==> config.mk <==
export PLATFORM = sky130hd
export DESIGN_NAME = codec_init_ctrl_flat
export DESIGN_NICKNAME = d
export VERILOG_FILES = /design/src/rtl/codec_init_pkg.sv /design/src/rtl/codec_init_ctrl_if.sv /design/src/rtl/codec_cmd_rom.sv /design/src/rtl/codec_init_ctrl.sv /design/src/flat_wrapper.sv
export SDC_FILE = /design/constraint.sdc
export NUM_CORES = 1
export LEC_CHECK = 0
export CAP_MARGIN = 20
export CORE_MARGIN = 2
export CORE_UTILIZATION = 47
export CTS_CLUSTER_DIAMETER = 200
export DETAILED_ROUTE_END_ITERATION = 8
export PLACE_DENSITY_LB_ADDON = 0.2
export SETUP_SLACK_MARGIN = 0.3
export SLEW_MARGIN = 10
export SYNTH_ARGS = -nofsm -noshare
export SYNTH_HDL_FRONTEND = slang
export SYNTH_SLANG_ARGS = --single-unit
==> constraint.sdc <==
create_clock -name i_clk -period 2.4 [get_ports i_clk]
set_input_delay 0.48 -clock i_clk [delete_from_list [all_inputs] [get_ports i_clk]]
set_output_delay 0.48 -clock i_clk [all_outputs]
set_load 0.05 [all_outputs]
==> src/rtl/codec_init_pkg.sv <==
// codec_init_pkg: shared types and constants for the WM8731 init sequencer.
// Holds the FSM state enum, the I2C command width, the codec device address
// and the fixed command table walked after power-up.
// Optional build macro used by the users of this package: CFG_RETRY_EN.
package codec_init_pkg;

  localparam int CMD_W = 24;
  localparam int CMD_TABLE_LEN = 16;
  localparam logic [7:0] DEV_ADDR = 8'h34;

  typedef enum logic [2:0] {
    ST_IDLE  = 3'd0,
    ST_LOAD  = 3'd1,
    ST_START = 3'd2,
    ST_WAIT  = 3'd3,
    ST_GAP   = 3'd4,
    ST_DONE  = 3'd5,
    ST_ERROR = 3'd6
  } state_t;

  // Each word is {device address, reg[6:0], data[8], data[7:0]}.
  // Only the first seven entries are part of the power-up sequence; the spare
  // slots repeat the "active" command so an oversized NUM_CMD stays harmless.
  localparam logic [CMD_W-1:0] CMD_TABLE [CMD_TABLE_LEN] = '{
    {DEV_ADDR, 16'h1E00},  // reset
    {DEV_ADDR, 16'h0815},  // analog audio path
    {DEV_ADDR, 16'h0A00},  // digital audio path
    {DEV_ADDR, 16'h0C00},  // power down control, everything on
    {DEV_ADDR, 16'h0E42},  // I2S, master, 16 bit
    {DEV_ADDR, 16'h1019},  // sampling control
    {DEV_ADDR, 16'h1201},  // active
    {DEV_ADDR, 16'h1201},
    {DEV_ADDR, 16'h1201},
    {DEV_ADDR, 16'h1201},
    {DEV_ADDR, 16'h1201},
    {DEV_ADDR, 16'h1201},
    {DEV_ADDR, 16'h1201},
    {DEV_ADDR, 16'h1201},
    {DEV_ADDR, 16'h1201},
    {DEV_ADDR, 16'h1201}
  };

endpackage

==> src/rtl/codec_init_ctrl_if.sv <==
// codec_init_ctrl_if: handshake between the init sequencer and I2cSender.
// The sequencer is the master (drives start/dat), the sender is the slave.
// With CFG_RETRY_EN defined the sender also reports a NACK flag.
interface codec_init_ctrl_if;
  import codec_init_pkg::*;

  logic             start;
  logic [CMD_W-1:0] dat;
  logic             finished;
`ifdef CFG_RETRY_EN
  logic             nack;
`endif

`ifdef CFG_RETRY_EN
  modport master (output start, output dat, input finished, input nack);
  modport slave  (input start, input dat, output finished, output nack);
`else
  modport master (output start, output dat, input finished);
  modport slave  (input start, input dat, output finished);
`endif

endinterface

==> src/rtl/codec_cmd_rom.sv <==
// codec_cmd_rom: combinational index -> 24-bit command word lookup.
// The contents come straight from the package table so the sequencer and
// any other user of the table can never disagree about the command list.
module codec_cmd_rom
  import codec_init_pkg::*;
(
  input  logic [3:0]       i_idx,
  output logic [CMD_W-1:0] o_word
);

  assign o_word = CMD_TABLE[i_idx];

endmodule

==> src/rtl/codec_init_ctrl.sv <==
// codec_init_ctrl: sequences I2cSender through the WM8731 command table.
// On an accepted i_start it loads each table word, pulses the sender's start,
// waits for finished (bounded by a timeout), idles for GAP_CYC cycles and
// moves on. Reports busy/done/err levels to the top.
// Build macro CFG_RETRY_EN: adds the sender NACK input and per-command retries
// (up to MAX_RETRY) before giving up with an error.
module codec_init_ctrl
  import codec_init_pkg::*;
#(
  parameter int NUM_CMD     = 7,
  parameter int GAP_CYC     = 16,
  parameter int TIMEOUT_CYC = 100000
`ifdef CFG_RETRY_EN
  ,
  parameter int MAX_RETRY   = 3
`endif
) (
  input  logic              i_clk,
  input  logic              i_rst,
  input  logic              i_start,
  output logic              o_busy,
  output logic              o_done,
  output logic              o_err,
  output logic [3:0]        o_cmd_idx,
  codec_init_ctrl_if.master io_i2c
);

  localparam int GAP_W = $clog2(GAP_CYC + 1);
  localparam int TO_W  = $clog2(TIMEOUT_CYC + 1);
`ifdef CFG_RETRY_EN
  localparam int RETRY_W = (MAX_RETRY < 1) ? 1 : $clog2(MAX_RETRY + 1);
`endif

  state_t           r_state;
  state_t           w_nextState;
  logic [3:0]       r_idx;
  logic [GAP_W-1:0] r_gapCnt;
  logic [TO_W-1:0]  r_toCnt;
  logic [CMD_W-1:0] r_dat;
  logic [CMD_W-1:0] w_romWord;
  logic             r_busy;
  logic             r_done;
  logic             r_err;
  logic             r_i2cStart;

  logic w_accept;
  logic w_gapDone;
  logic w_timeout;
  logic w_lastCmd;
  logic w_repeatNow;
  logic w_advance;

`ifdef CFG_RETRY_EN
  logic [RETRY_W-1:0] r_retryCnt;
  logic               r_repeat;
  logic               w_retryExhausted;
  logic               w_nackRetry;
`endif

  codec_cmd_rom u_rom (
    .i_idx  (r_idx),
    .o_word (w_romWord)
  );

  // A start request is only honoured from a resting state; while busy it is dropped.
  assign w_accept  = i_start && ((r_state == ST_IDLE) || (r_state == ST_DONE) ||
                                 (r_state == ST_ERROR));
  assign w_gapDone = (r_gapCnt == GAP_W'(GAP_CYC - 1));
  assign w_timeout = (r_toCnt == TO_W'(TIMEOUT_CYC - 1));
  assign w_lastCmd = (r_idx == 4'(NUM_CMD - 1));

`ifdef CFG_RETRY_EN
  assign w_retryExhausted = (r_retryCnt == RETRY_W'(MAX_RETRY));
  assign w_nackRetry      = (r_state == ST_WAIT) && io_i2c.finished && io_i2c.nack &&
                            !w_retryExhausted;
  assign w_repeatNow      = r_repeat;
`else
  assign w_repeatNow      = 1'b0;
`endif

  // The index only moves forward at the end of a gap that is not a retry.
  assign w_advance = (r_state == ST_GAP) && w_gapDone && !w_repeatNow && !w_lastCmd;

  // State register; reset aborts any transfer in flight because the sender resets too.
  always_ff @(posedge i_clk) begin
    if (!i_rst) begin
      r_state <= ST_IDLE;
    end else begin
      r_state <= w_nextState;
    end
  end

  // Next-state logic for the load/start/wait/gap walk through the table.
  always_comb begin
    w_nextState = r_state;
    case (r_state)
      ST_IDLE, ST_DONE, ST_ERROR: begin
        if (w_accept) w_nextState = ST_LOAD;
      end
      ST_LOAD:  w_nextState = ST_START;
      ST_START: w_nextState = ST_WAIT;
      ST_WAIT: begin
        if (io_i2c.finished) begin
`ifdef CFG_RETRY_EN
          if (io_i2c.nack && w_retryExhausted) w_nextState = ST_ERROR;
          else                                 w_nextState = ST_GAP;
`else
          w_nextState = ST_GAP;
`endif
        end else if (w_timeout) begin
          w_nextState = ST_ERROR;
        end
      end
      ST_GAP: begin
        if (w_gapDone) begin
          if (w_repeatNow)    w_nextState = ST_LOAD;
          else if (w_lastCmd) w_nextState = ST_DONE;
          else                w_nextState = ST_LOAD;
        end
      end
      default: w_nextState = ST_IDLE;
    endcase
  end

  // Status and start-pulse registers follow the state being entered, so they
  // change on the same edge as the state itself and never glitch.
  always_ff @(posedge i_clk) begin
    if (!i_rst) begin
      r_busy     <= 1'b0;
      r_done     <= 1'b0;
      r_err      <= 1'b0;
      r_i2cStart <= 1'b0;
    end else begin
      r_busy     <= (w_nextState == ST_LOAD) || (w_nextState == ST_START) ||
                    (w_nextState == ST_WAIT) || (w_nextState == ST_GAP);
      r_done     <= (w_nextState == ST_DONE);
      r_err      <= (w_nextState == ST_ERROR);
      r_i2cStart <= (w_nextState == ST_START);
    end
  end

  // Command index: restarts at zero on every accepted request.
  always_ff @(posedge i_clk) begin
    if (!i_rst) begin
      r_idx <= 4'd0;
    end else if (w_accept) begin
      r_idx <= 4'd0;
    end else if (w_advance) begin
      r_idx <= r_idx + 4'd1;
    end
  end

  // Command word is captured in LOAD and then held steady for the whole transfer.
  always_ff @(posedge i_clk) begin
    if (!i_rst) begin
      r_dat <= CMD_TABLE[0];
    end else if (r_state == ST_LOAD) begin
      r_dat <= w_romWord;
    end
  end

  // Inter-command gap counter; runs only inside GAP and stops at its limit.
  always_ff @(posedge i_clk) begin
    if (!i_rst) begin
      r_gapCnt <= '0;
    end else if (r_state == ST_GAP) begin
      if (!w_gapDone) r_gapCnt <= r_gapCnt + 1'b1;
    end else begin
      r_gapCnt <= '0;
    end
  end

  // Timeout counter measures cycles since the start pulse (zero during START).
  always_ff @(posedge i_clk) begin
    if (!i_rst) begin
      r_toCnt <= '0;
    end else if ((r_state == ST_START) || (r_state == ST_WAIT)) begin
      if (!w_timeout) r_toCnt <= r_toCnt + 1'b1;
    end else begin
      r_toCnt <= '0;
    end
  end

`ifdef CFG_RETRY_EN
  // Retry bookkeeping: a NACK with budget left re-issues the same index after a gap.
  always_ff @(posedge i_clk) begin
    if (!i_rst) begin
      r_retryCnt <= '0;
      r_repeat   <= 1'b0;
    end else if (w_accept || w_advance) begin
      r_retryCnt <= '0;
      r_repeat   <= 1'b0;
    end else if (w_nackRetry) begin
      r_retryCnt <= r_retryCnt + 1'b1;
      r_repeat   <= 1'b1;
    end else if (r_state == ST_LOAD) begin
      r_repeat   <= 1'b0;
    end
  end
`endif

  assign o_busy     = r_busy;
  assign o_done     = r_done;
  assign o_err      = r_err;
  assign o_cmd_idx  = r_idx;
  assign io_i2c.start = r_i2cStart;
  assign io_i2c.dat   = r_dat;

endmodule
==> src/flat_wrapper.sv <==
// flat-port wrapper written by rule: the top's interface ports become plain ports
module codec_init_ctrl_flat import codec_init_pkg::*;
#(
  parameter int NUM_CMD     = 7,
  parameter int GAP_CYC     = 16,
  parameter int TIMEOUT_CYC = 100000

)
  (i_clk, i_rst, i_start, o_busy, o_done, o_err, o_cmd_idx, io_i2c_start, io_i2c_dat, io_i2c_finished);
  codec_init_ctrl_if io_i2c_i ();
  input  logic i_clk;
  input  logic i_rst;
  input  logic i_start;
  output logic o_busy;
  output logic o_done;
  output logic o_err;
  output logic [3:0] o_cmd_idx;
  output wire logic [$bits(io_i2c_i.start)-1:0] io_i2c_start;
  output wire logic [$bits(io_i2c_i.dat)-1:0] io_i2c_dat;
  input wire logic [$bits(io_i2c_i.finished)-1:0] io_i2c_finished;
  assign io_i2c_start = io_i2c_i.start;
  assign io_i2c_dat = io_i2c_i.dat;
  assign io_i2c_i.finished = io_i2c_finished;
  codec_init_ctrl #(.NUM_CMD(NUM_CMD), .GAP_CYC(GAP_CYC), .TIMEOUT_CYC(TIMEOUT_CYC)) u_core (.i_clk(i_clk), .i_rst(i_rst), .i_start(i_start), .o_busy(o_busy), .o_done(o_done), .o_err(o_err), .o_cmd_idx(o_cmd_idx), .io_i2c(io_i2c_i));
endmodule
# Yosys cells after proc, flatten, opt, wreduce, memory -nomap -nowiden
# Memory sizes are Yosys's and may differ from the RTL's. A register that Yosys moved wholly into a read port is not among the register bits.
# Index checks and enable logic that the tools add are counted.
# op_classes
n_addsub	3
eq_ne	15
n_mux	6
bitwise_logic	2
reduce_logical	16
# ops
op	n
equality test 3 bit, second input constant	6
adder 17 x 1 -> 17 bit, second input constant	1
equality test 17 bit, second input constant	1
2-to-1 mux 3 bit	5
case mux 3 bit (5 select lines)	1
equality test 3 x 2 -> 1 bit, second input constant	4
equality test 3 x 1 -> 1 bit, second input constant	2
logical OR 1 bit	6
adder 5 x 1 -> 5 bit, second input constant	1
equality test 5 x 4 -> 1 bit, second input constant	1
inverter 4 -> 5 bit	1
adder 4 x 1 -> 4 bit, second input constant	1
equality test 4 x 3 -> 1 bit, second input constant	1
AND reduction 2 bit	2
logical AND 1 bit	3
logical NOT 3 bit	1
OR reduction 3 bit	1
logical NOT 1 bit	2
OR reduction 2 bit	1
inverter 1 bit	1
# totals
regBits	33
mem_bits_ro	384
input_bits	4
output_inout_bits	32
wordCells	51
n_memories	1
# memory_table
name	depth	width	rd	rd_ports_with_merged_regs	write_ports	line	source
(no name shown)	16	24	1	1	0	codec_cmd_rom.sv:11	assign o_word = CMD_TABLE[i_idx];

# Depth between registers and ports, before layout
# Gate-level depths: netlist of run 1.
# depth
ltp_word	10
depth_mapped	8
ltp_nobuf	7

# Hierarchy
# From an unflattened synthesis of run 1, not the netlist that was laid out.
# hier_totals
hier_cells	344
area_unflattened_um2	2881.5
# modules_own_cells
mod	instances	cells_per_inst	area_per_inst_um2	seq_area_each_um2
codec_init_ctrl	1	305	2611.3	1141.1
codec_cmd_rom	1	39	270.3	0.0

# Worst setup path before layout of run 1
# No wires, ideal clock.
# synth_path
path_type	reg-to-reg
start	reg u_core.r_idx[0] (netlist: u_core.o_cmd_idx[0])
end	reg u_core.r_busy (netlist: u_core.o_busy)
t_arrival_ns	2.057
required_time_ns	2.279
slack_ns	0.222
path_stages_with_launch	8
path_buffers	0
period_less_slack_ns	2.178
cell_sequence	dfxtp_1 > inv_1 > ha_1 > nand3b_1 > nand3b_1 > a32o_1 > a31oi_4 > mux2_4
# synth_between
elab_chain_cells	8
word_cells_on_any_way	11
classes_between	eq/ne (5); mux (3); reduce/logical (3)
# synth_lines
element	line	source
start: declaration	codec_init_ctrl.sv:36	logic [3:0] r_idx;
start signal: assignment	codec_init_ctrl.sv:149	r_idx <= r_idx + 4'd1;
equality test 4 x 3 -> 1 bit *	codec_init_ctrl.sv:70	assign w_lastCmd = (r_idx == 4'(NUM_CMD - 1));
2-to-1 mux 3 bit *	codec_init_ctrl.sv:117	else if (w_lastCmd) w_nextState = ST_DONE;
2-to-1 mux 3 bit *	codec_init_ctrl.sv:115	if (w_gapDone) begin
case mux 3 bit (5 select lines) *	codec_init_ctrl.sv:96	case (r_state)
equality test 3 x 1 -> 1 bit / equality test 3 x 2 -> 1 bit (equally long branches)	codec_init_ctrl.sv:134	r_busy <= (w_nextState == ST_LOAD) || (w_nextState == ST_START) ||
logical OR 1 bit (2 in a row)	codec_init_ctrl.sv:134	
logical OR 1 bit *	codec_init_ctrl.sv:135	(w_nextState == ST_WAIT) || (w_nextState == ST_GAP);
end signal: assignment	codec_init_ctrl.sv:134	
end: declaration	codec_init_ctrl.sv:41	logic r_busy;
# Every way passes the cells marked *; elsewhere a longest branch is shown, timed or not.
# A chain may end at the register's enable or synchronous reset.

# Worst setup path after layout of run 1
# layout_path
start	reg u_core.r_toCnt[1]
end	reg u_core.r_busy (netlist: u_core.o_busy)
# layout_between
elab_chain_cells	8
word_cells_on_any_way	11
classes_between	eq/ne (5); mux (3); reduce/logical (3)
# layout_lines
element	line	source
start: declaration	codec_init_ctrl.sv:38	logic [TO_W-1:0] r_toCnt;
start signal: assignment	codec_init_ctrl.sv:178	if (!w_timeout) r_toCnt <= r_toCnt + 1'b1;
equality test 17 bit *	codec_init_ctrl.sv:69	assign w_timeout = (r_toCnt == TO_W'(TIMEOUT_CYC - 1));
2-to-1 mux 3 bit *	codec_init_ctrl.sv:110	end else if (w_timeout) begin
2-to-1 mux 3 bit *	codec_init_ctrl.sv:103	if (io_i2c.finished) begin
case mux 3 bit (5 select lines) *	codec_init_ctrl.sv:96	
equality test 3 x 1 -> 1 bit / equality test 3 x 2 -> 1 bit (equally long branches)	codec_init_ctrl.sv:134	
logical OR 1 bit (2 in a row)	codec_init_ctrl.sv:134	
logical OR 1 bit *	codec_init_ctrl.sv:135	
# Marks and branches as above.

==> results of run 1 <==
[timing repair]
item | CTS | global route
setup buffers | 0 | 4
hold endpoints to repair | 0 | 0
resized for setup | 3 | 3
setup endpoints to repair | 2 | 2
pin swaps | 0 | 1
[registers in the layout (all words and copies together) (netlist names)]
| name | count |
|---|---|
| u_core.io_i2c.dat | 9 |
| u_core.io_i2c.start | 1 |
| u_core.o_busy | 1 |
| u_core.o_cmd_idx | 4 |
| u_core.o_done | 1 |
| u_core.o_err | 1 |
| u_core.r_gapCnt | 5 |
| u_core.r_state | 3 |
| u_core.r_toCnt | 17 |
[layout make-up]
type	count	area, µm²
sequential	42	843
tap	52	65.1
multi-input combinational	192	1200
timing repair buffer	30	277
clock buffer	6	82.6
inverter	6	22.5
fill	412	1890
[placed cells by master (no fill, tap or decap), drive strengths merged, types with 2 or more instances in the layout]
cell | Yosys | routed
dfxtp | 42 | 42
nor2 | 39 | 39
clkdlybuf4s50 | 0 | 20
nand2 | 17 | 17
a21oi | 15 | 15
conb | 2 | 14
xor2 | 12 | 12
o21ai | 11 | 11
buf | 16 | 9
nor2b | 8 | 8
ha | 8 | 8
and3 | 7 | 7
or3 | 7 | 7
nand3 | 6 | 6
nor3 | 6 | 6
clkbuf | 8 | 6
inv | 5 | 5
nand4 | 5 | 5
xnor2 | 5 | 5
nor4 | 3 | 3
nand3b | 3 | 3
mux2i | 3 | 3
and2 | 3 | 3
or4 | 2 | 2
o311ai | 2 | 2
nand4b | 2 | 2
[final timing paths]
kind	endpoint	slack (ns)
hold reg to reg	u_core.io_i2c.dat[3]	0.47
hold / removal	u_core.io_i2c.dat[3]	0.47
setup reg to reg	u_core.o_busy	0.36
setup / recovery	u_core.o_busy	0.36
[report_power, final]
group | switching [mW] | leakage, nW | internal, mW
registers | 0.0204 | 0.341 | 0.713
clock network | 0.226 | 0.0431 | 0.222
logic | 0.145 | 0.569 | 0.0607
[per-layer routing]
metal  share of wire (%)  vias up  GRT usage (%)
met2                  42       36           24.1
met4                 1.7        0           6.29
met5                   0        -              0
met1                  52      773           24.2
li1                    -      883              -
met3                 4.2        8           4.22
[through the flow]
stage	instances	cell area (µm²)	worst slack, ns
final	328	2490	0.361
after detailed placement	318	2350	0.145
after global placement	318	2350	0.184
after CTS	324	2440	0.316
after floorplan	264	2190	0.352
after global routing	328	2490	0.310
[tightest hold or removal path, cell delays in order (launching register included)]
cell	delay, ns
sky130_fd_sc_hd__dfxtp_1	0.32
sky130_fd_sc_hd__nand2_1	0.05
sky130_fd_sc_hd__a21oi_1	0.05
[cell families after synthesis]
| logic type | after synthesis | share of synthesized area [%] |
|---|---|---|
| buf+inv | 30 | 7.94 |
| xor+xnor | 17 | 6.95 |
| fa+ha+maj | 8 | 4.67 |
| mux | 4 | 2.10 |
| simple gates | 112 | 27.4 |
| other cells | 2 | 0.351 |
| flops | 42 | 39.3 |
| compound gates | 37 | 11.3 |
==> results.md, run 1 <==
- Clock network latency to the later pin of the worst-skew pair: between 0.2 and 0.3 ns
- Detail Route Antenna Nets: 0
- Number of distinct library cells after synthesis: 42
- Area fraction of the dominant cell type after synthesis: about 40%
- Area of the core: 0.00438 mm²
- Number of diodes added for antenna fixing: 0
- Nets: between 200 and 300
- Most instantiated library cell after synthesis: sky130_fd_sc_hd__dfxtp_1
- Max Buffers Root-to-Sink: 2
- Worst min-delay path class: flip-flop to flip-flop
- Hold Path Stages: 2
- Critical Path Stages: 6
- GRT Total Usage: between 10% and 20%
- Initial DRC count: 131
- CP bufs+invs: 0
- Cell taking the most area after synthesis: sky130_fd_sc_hd__dfxtp_1
- Vias in the first global route: 1442
- Slowest-stage cell, CP: sky130_fd_sc_hd__or4_4
- Number of buffers created by CTS: 5
- Std-Cell Rows: 24
- Setup TNS after final layout: 0 ns
- Critical path launch point: u_core.r_toCnt[1]
- Worst setup EP type: flip-flop
- Total global routing overflow: 0
- Slowest stage delay, CP: 0.56 ns
- Sequential element share of the synthesized area: 39.3%
- Power density over the cells: about 560 mW/mm²
- Via total after detailed routing: 1700
- Final GP Congestion: 0.757
- Initial Util: 48.9%
- DRC violations left: 0
- Post-synthesis register bit count: 42
- Total of endpoints with negative setup slack in the final report: 0
- Crit path cell chain: ha_4, nand3_1, or4_4, nor2_8, a31oi_4, mux2_4
- Run status: finished, final reports clean
- Final Total Pwr: ~1.4 mW
- Number of port buffers: 21
- Ranking of synthesized cells by area: sky130_fd_sc_hd__dfxtp_1, sky130_fd_sc_hd__nor2_1, sky130_fd_sc_hd__buf_4, sky130_fd_sc_hd__xor2_1, sky130_fd_sc_hd__ha_1
- Area enclosed by the die boundary: 0.00511 mm²
- Average size of a mapped cell: between 8 and 9 µm²
- Highest clock frequency the design can meet: 490 MHz
- RSZ-0062 raised after global routing: no
- DRT Pass-1 Iters: 4
- Die Y-Extent: 71.5 µm
- Average wire per cell in the routed design: 12.2 µm
- Util after Layout: 56.8%
- Detail Placement HPWL: 2860 µm
- Netlist Area Pre-Place: between 0.002 and 0.0025 mm²
- Critical path data arrival time: 2.22 ns
- Depth of the CTS H-tree: 2
- Worst Path Class, Setup: flip-flop to flip-flop
- Share of synthesized registers carrying an async set or reset: 0%
- Clock input transition at the sequential cells of the worst setup and hold paths: 0.07 ns
- Launch instance of the worst register-to-register path: u_core.r_toCnt[1]
- Clock sink count: 42
- Number of enable flip-flop cells after synthesis: 0
- Crit path required time: approximately 2.6 ns
- Static leakage: about 0.95 nW
- Clock Root Buffer: sky130_fd_sc_hd__clkbuf_8
- Worst hold slack after final layout: 0.466 ns
- Final wirelength: around 4000 µm
- Synthesized instance count: 252
- Portion of the clock cycle consumed by the worst path in the final layout: 85.0%
- Slew headroom: 66.3%
- Worst-Margin Slew: 0.504 ns
- Fraction of final layout cells with drive strength greater than 1: 9.06%
- Minimum clock period: 2.04 ns
- Worst reg2reg path depth: 6
- I/O pin cnt: 36
- CTS Hold Buffers Added: 0
- HP Start: u_core.io_i2c.dat[3]
- Total number of yosys warnings: 0
- Pin count of the biggest net entering global routing: 16
- Crit path launch type: flip-flop
- Clock tree from TritonCTS: yes
- Peak VDD IR: 0.297 mV
- Die extent in x: 71.5 µm
- Antenna violations before repair: 0
- Largest fanout on the critical path: 5
- Final count of hold timing violations: 0
- Area growth syn-to-layout: 16.3%
- Synth top cells by count: sky130_fd_sc_hd__dfxtp_1, sky130_fd_sc_hd__nor2_1, sky130_fd_sc_hd__nand2_1
- CP delay by family, top: simple AND/OR/NAND/NOR gates
- Top flip-flop cell by instance count after synthesis: sky130_fd_sc_hd__dfxtp_1
- Final slew viol count: 0
- Wire length of the first global-routing pass: 6800 µm
- Clock skew after layout: 0.00465 ns
- Number of vias per cell: 5.18
- Max-cap check violation count: 0
No activity file was read; power rests on OpenSTA's default activity.
==> inputs of run 2 (changes only) <==
clock period = 1.7 ns   (was 2.4 ns; I/O delays follow)
==> results.md, run 2 (synthesis results as in run 1) <==
- GRT Total Usage: around 20%
- Final slew viol count: 0
- Minimum clock period: between 1.5 and 2 ns
- Cell-internal power: 1.45 mW
- Max reg flops: 17
- Area of all placed cells without fillers: 0.00316 mm²
- Run status: finished with violations
- Via total after detailed routing: 1942
- Clock network latency to the later pin of the worst-skew pair: between 0.2 and 0.3 ns
- Post-place instance area: between 0.002 and 0.003 mm²
- Failing checks: negative setup slack
- Nets: 336
- Final wirelength: 5010 µm
- Peak VDD IR: a little under 0.5 mV
- Area enclosed by the die boundary: around 0.005 mm²
- Wire length of the first global-routing pass: 7980 µm
- Initial DRC count: 70
- Final count of hold timing violations: 0
- Logic pwr share: between 10% and 20%
- Critical path data arrival time: between 2 and 2.5 ns
- Worst min-delay path class: flip-flop to flip-flop
- Static leakage: 1.30 nW
- Die extent in x: between 70 and 80 µm
- Clock sink count: 42
- Max-cap check violation count: 0
- Antenna violations before repair: 0
- Clock network power share: 32.2%
- Number of diodes added for antenna fixing: 0
- Fraction of final layout cells with drive strength greater than 1: 41.8%
- Portion of the clock cycle consumed by the worst path in the final layout: 111%
- CP bufs+invs: 1
- Clock tree from TritonCTS: yes
- Most frequent standard cell in the layout excluding fill and tap cells: sky130_fd_sc_hd__buf_4
- Sequential Power Share: 50.2%
- Layout filler cell count: 319
- Sw power: 0.580 mW
- Clock skew after layout: ~0.0063 ns
- Slowest-stage cell, CP: sky130_fd_sc_hd__or4_4
- Number of vias per cell: between 5 and 6
- Final GP Congestion: 0.798
- Vias in the first global route: 1757
- Area growth syn-to-layout: 47.4%
- Crit path required time: 1.88 ns
- Total of endpoints with negative setup slack in the final report: 11
- Final cell count without fillers: 377
- CP delay by family, top: simple AND/OR/NAND/NOR gates
- Initial Util: 48.9%
- Detail Placement HPWL: 3350 µm
- Average wire per cell in the routed design: 13.3 µm
- CTS Hold Buffers Added: 0
- Crit path launch type: flip-flop
- Crit path cell chain: or3_1, or4_4, buf_6, o2111ai_2, xor2_1, nor2_1
- Largest fanout on the critical path: 2
- Total global routing overflow: 0
- Pin count of the biggest net entering global routing: 15
- Power density over the cells: about 640 mW/mm²
- Setup TNS after final layout: -1.01 ns
- Switch share: 28.6%
- Area taken by flip-flops and latches: slightly below 900 µm²
- Slowest stage delay, CP: 0.48 ns
- Multi-input combinational cell area: 0.00142 mm²
- Final Total Pwr: between 2 and 2.5 mW
- Number of port buffers: 21
- Std-Cell Rows: 24
- Clock input transition at the sequential cells of the worst setup and hold paths: 0.08 ns
- DRC violations left: 0
- I/O pin cnt: 36
- Detail Route Antenna Nets: 0
- RSZ-0062 raised after global routing: yes
- Highest clock frequency the design can meet: 528 MHz
- DRT Pass-1 Iters: 6
- Depth of the CTS H-tree: 2
- Clock Root Buffer: sky130_fd_sc_hd__clkbuf_8
- Most used cells in the layout excluding fill and tap cells: sky130_fd_sc_hd__buf_4, sky130_fd_sc_hd__nor2_1, sky130_fd_sc_hd__dfxtp_1
- Die Y-Extent: 71.5 µm
- Worst Path Class, Setup: flip-flop to flip-flop
- Minimum setup slack in the final design: -0.192 ns
- Worst setup EP type: flip-flop
- Max Buffers Root-to-Sink: 2
- Number of buffers created by CTS: 5
- Placed Cells incl. Taps: roughly 350
- Area of the core: 0.00438 mm²
- Register with the highest flop count: u_core.r_toCnt
run 2: cell count changes in the layout (fill, tap and decap cells not counted), sizes merged:
cell           previous run  this run
buf                       9        74
clkdlybuf4s50            20         3
clkbuf                    6         7
clkinv                    1         2
dlygate4sd2               1         0
run 2: final cells by class:
cell class	instances	area share (%)
clock buffers	7	2.73
clock inverters	1	0.159
well taps	52	2.06
multi-input cells	192	45.0
flip-flops and latches	42	27.4
inverters	6	0.713
repair buffers	77	21.9
run 2: per-stage QoR:
step,setup WS (ns),hold WS [ns],utilization [%]
3_5_place_dp,-0.224,0.446,60.6
3_3_place_gp,-0.226,0.442,60.6
2_1_floorplan,-0.157,0.459,-
4_1_cts,-0.128,0.457,66.4
5_1_grt,-0.233,0.477,72.0
6_report,-0.192,0.458,72.0
run 2: timing repair:
item / 4_1_cts / 5_1_grt
endpoints found under the setup margin: 32 / 36
gates resized for setup: 25 / 38
pin swaps: 23 / 29
buffers inserted: 6 / 12
run 2: tightest hold or removal path, stage by stage (launching register included):
cell and delay, ns:
sky130_fd_sc_hd__dfxtp_1 0.31, sky130_fd_sc_hd__nand2_1 0.05, sky130_fd_sc_hd__a21oi_1 0.05
run 2: worst paths after layout:
path	startpoint	endpoint	slack, ns	cells after the start
setup / recovery	u_core.r_toCnt[11]	u_core.r_toCnt[4]	-0.19	6
hold / removal	u_core.io_i2c.dat[3]	u_core.io_i2c.dat[3]	0.46	2
setup reg to reg	u_core.r_toCnt[11]	u_core.r_toCnt[4]	-0.19	6
hold reg to reg	u_core.io_i2c.dat[3]	u_core.io_i2c.dat[3]	0.46	2
run 2: per-layer routing:
metal | GRT usage (%) | vias up | wire [µm] | share of wire, %
li1 | - | 987 | - | -
met1 | 25.0 | 911 | 2300 | 46
met2 | 31.7 | 34 | 2450 | 49
met3 | 3.38 | 10 | 155 | 3.1
met4 | 9.64 | 0 | 108 | 2.2
met5 | 0 | - | 0 | 0
run 2: power by group through the flow:
stage	logic, mW	clock network [mW]	registers (mW)
6_report	0.359	0.653	1.02
5_1_grt	0.386	0.713	1.02
3_3_place_gp	0.331	0	1.04
4_1_cts	0.345	0.670	1.02
2_1_floorplan	0.215	0	1.09
3_5_place_dp	0.334	0	1.04
==> inputs of run 3 (changes only) <==
RECOVER_POWER = 25   (was unset)
==> results.md, run 3 (synthesis results as in run 1) <==
- Vias in the first global route: 1757
- Wire length of the first global-routing pass: 7980 µm
- Met2 track demand over resource in global routing: 31.7%
- Crit path launch type: flip-flop
- Initial Util: between 40% and 50%
- Most used cells in the layout excluding fill and tap cells: sky130_fd_sc_hd__buf_4, sky130_fd_sc_hd__nor2_1, sky130_fd_sc_hd__dfxtp_1
- Worst-Margin Slew: 0.612 ns
- Detail Placement HPWL: 3350 µm
- Fraction of final layout cells with drive strength greater than 1: 38.5%
- Final GP Congestion: 0.798
- Number of diodes added for antenna fixing: 0
- Depth of the CTS H-tree: 2
- Cell-internal power: 1.44 mW
- Sequential Power Share: 50.5%
- Power density over the cells: 648 mW/mm²
- Flop-to-flop setup slack: -0.19 ns
- Final wirelength: 5010 µm
- Clock skew after layout: 0.00643 ns
- DRC violations left: 0
- Area of the core: 0.00438 mm²
- Final count of hold timing violations: 0
- GR Util met3: 3.38%
- Met1 Resource Use GR: 25.0%
- Area growth syn-to-layout: 45.4%
- Clock sink count: 42
- Launch instance of the worst register-to-register path: u_core.r_toCnt[11]
- Layout filler cell count: approximately 340
- Minimum setup slack in the final design: -0.192 ns
- Nets: 336
- Max Buffers Root-to-Sink: 2
- Run status: finished with violations
- RSZ-0062 raised after global routing: yes
- Worst min-delay path class: flip-flop to flip-flop
- Worst setup slack after placement: -0.224 ns
- Number of vias per cell: 5.14
- Area of all placed cells without fillers: 0.00312 mm²
- Minimum clock period: 1.89 ns
- Std-Cell Rows: 24
- Worst reg2reg path depth: 6
- Most frequent standard cell in the layout excluding fill and tap cells: sky130_fd_sc_hd__buf_4
- Final slew viol count: 0
- Slew headroom: 59.4%
- Crit path required time: around 1.9 ns
- I/O pin cnt: 36
- Clock input transition at the sequential cells of the worst setup and hold paths: approximately 0.080 ns
- Max reg flops: 17
- Switch share: 28.7%
- Worst setup EP type: flip-flop
- GRT Total Usage: between 10% and 20%
- Register with the highest flop count: u_core.r_toCnt
- DRT Pass-1 Iters: 6
- Logic pwr share: 17.2%
- Area taken by flip-flops and latches: 866 µm²
- Max-cap check violation count: 0
- Endpoint of the worst hold-timing path: u_core.io_i2c.dat[3]
- Failing checks: negative setup slack
- Largest fanout on the critical path: 2
- Detail Route Antenna Nets: 0
- Via total after detailed routing: a little under 2000
- Multi-input combinational cell area: 0.00142 mm²
- Destination of the worst register-to-register timing path: u_core.r_toCnt[4]
- Post-place instance area: 0.00266 mm²
- Average wire per cell in the routed design: 13.3 µm
- Initial DRC count: between 60 and 70
- Die Y-Extent: between 70 and 80 µm
- Clock network power share: between 30 and 40%
- Total global routing overflow: 0
- Portion of the clock cycle consumed by the worst path in the final layout: 111%
- Die extent in x: 71.5 µm
- Setup TNS after final layout: -1.01 ns
- Critical path data arrival time: 2.07 ns
- Global route hottest layer: met2
- Worst Path Class, Setup: flip-flop to flip-flop
- Hold Path Stages: 2
- Peak VDD IR: 0.493 mV
- Static leakage: 1.26 nW
- Clock Root Buffer: sky130_fd_sc_hd__clkbuf_8
- Pin count of the biggest net entering global routing: 15
- Total of endpoints with negative setup slack in the final report: 11
- Number of port buffers: 21
- Sw power: a little under 0.6 mW
- Clock network latency to the later pin of the worst-skew pair: 0.29 ns
- Clock tree from TritonCTS: yes
- Area enclosed by the die boundary: 0.00511 mm²
- Highest clock frequency the design can meet: 528 MHz
- HP Start: u_core.io_i2c.dat[3]
- Antenna violations before repair: 0
- Number of buffers created by CTS: 5
[run 3: metal layers]
metal  vias up  routed length, µm
li1        987                  -
met3        10                166
met4         0                108
met5         -                  0
met1       908               2290
met2        34               2450
[run 3: area by class of cell]
| class | instances | share of cell area, % |
|---|---|---|
| Clock buffer | 7 | 2.77 |
| Sequential cell | 42 | 27.8 |
| Multi-Input combinational cell | 192 | 45.6 |
| Inverter | 6 | 0.723 |
| Tap cell | 52 | 2.09 |
| Timing Repair Buffer | 77 | 20.9 |
| Clock inverter | 1 | 0.161 |
[run 3: worst max-delay path by stage]
| stage | endpoint | slack [ns] | start | depth (start not counted) |
|---|---|---|---|---|
| 2_1_floorplan | u_core.o_busy | -0.16 | u_core.r_gapCnt[1] | 8 |
| 3_3_place_gp | u_core.o_busy | -0.23 | i_start | 6 |
| 3_5_place_dp | u_core.o_err | -0.22 | i_start | 7 |
| 4_1_cts | u_core.r_toCnt[4] | -0.13 | u_core.r_toCnt[11] | 6 |
| 5_1_grt | u_core.r_toCnt[4] | -0.23 | u_core.r_toCnt[11] | 6 |
| 6_report | u_core.r_toCnt[4] | -0.19 | u_core.r_toCnt[11] | 6 |
[run 3: repair_timing]
action                                  in CTS  in global routing
endpoints found under the setup margin      32                 36
hold buffers                                 0                  0
resized for setup                           25                 38
endpoints found under the hold margin        0                  0
setup buffers                                6                 12
pin swaps                                   23                 29
[run 3: critical path: stages (launching register included)]
cell	delay, ns
sky130_fd_sc_hd__dfxtp_2	0.32
sky130_fd_sc_hd__or3_1	0.37
sky130_fd_sc_hd__or4_4	0.48
sky130_fd_sc_hd__buf_6	0.15
sky130_fd_sc_hd__o2111ai_2	0.18
sky130_fd_sc_hd__xor2_1	0.22
sky130_fd_sc_hd__nor2_1	0.07
[run 3: through the flow]
stage	utilization (%)	std cells	hold WS [ns]	total power, mW
floorplan	-	264	0.459	1.30
global placement	60.6	351	0.442	1.37
detailed placement	60.6	351	0.446	1.38
CTS	66.4	365	0.457	2.04
global route	71.1	377	0.477	2.11
finish	71.1	377	0.456	2.02
[run 3: power groups by stage]
stage	Combinational, mW	Clock [mW]	Sequential [mW]
3_3_place_gp	0.331	0	1.04
6_report	0.347	0.653	1.02
2_1_floorplan	0.215	0	1.09
3_5_place_dp	0.334	0	1.04
4_1_cts	0.345	0.670	1.02
5_1_grt	0.373	0.713	1.02
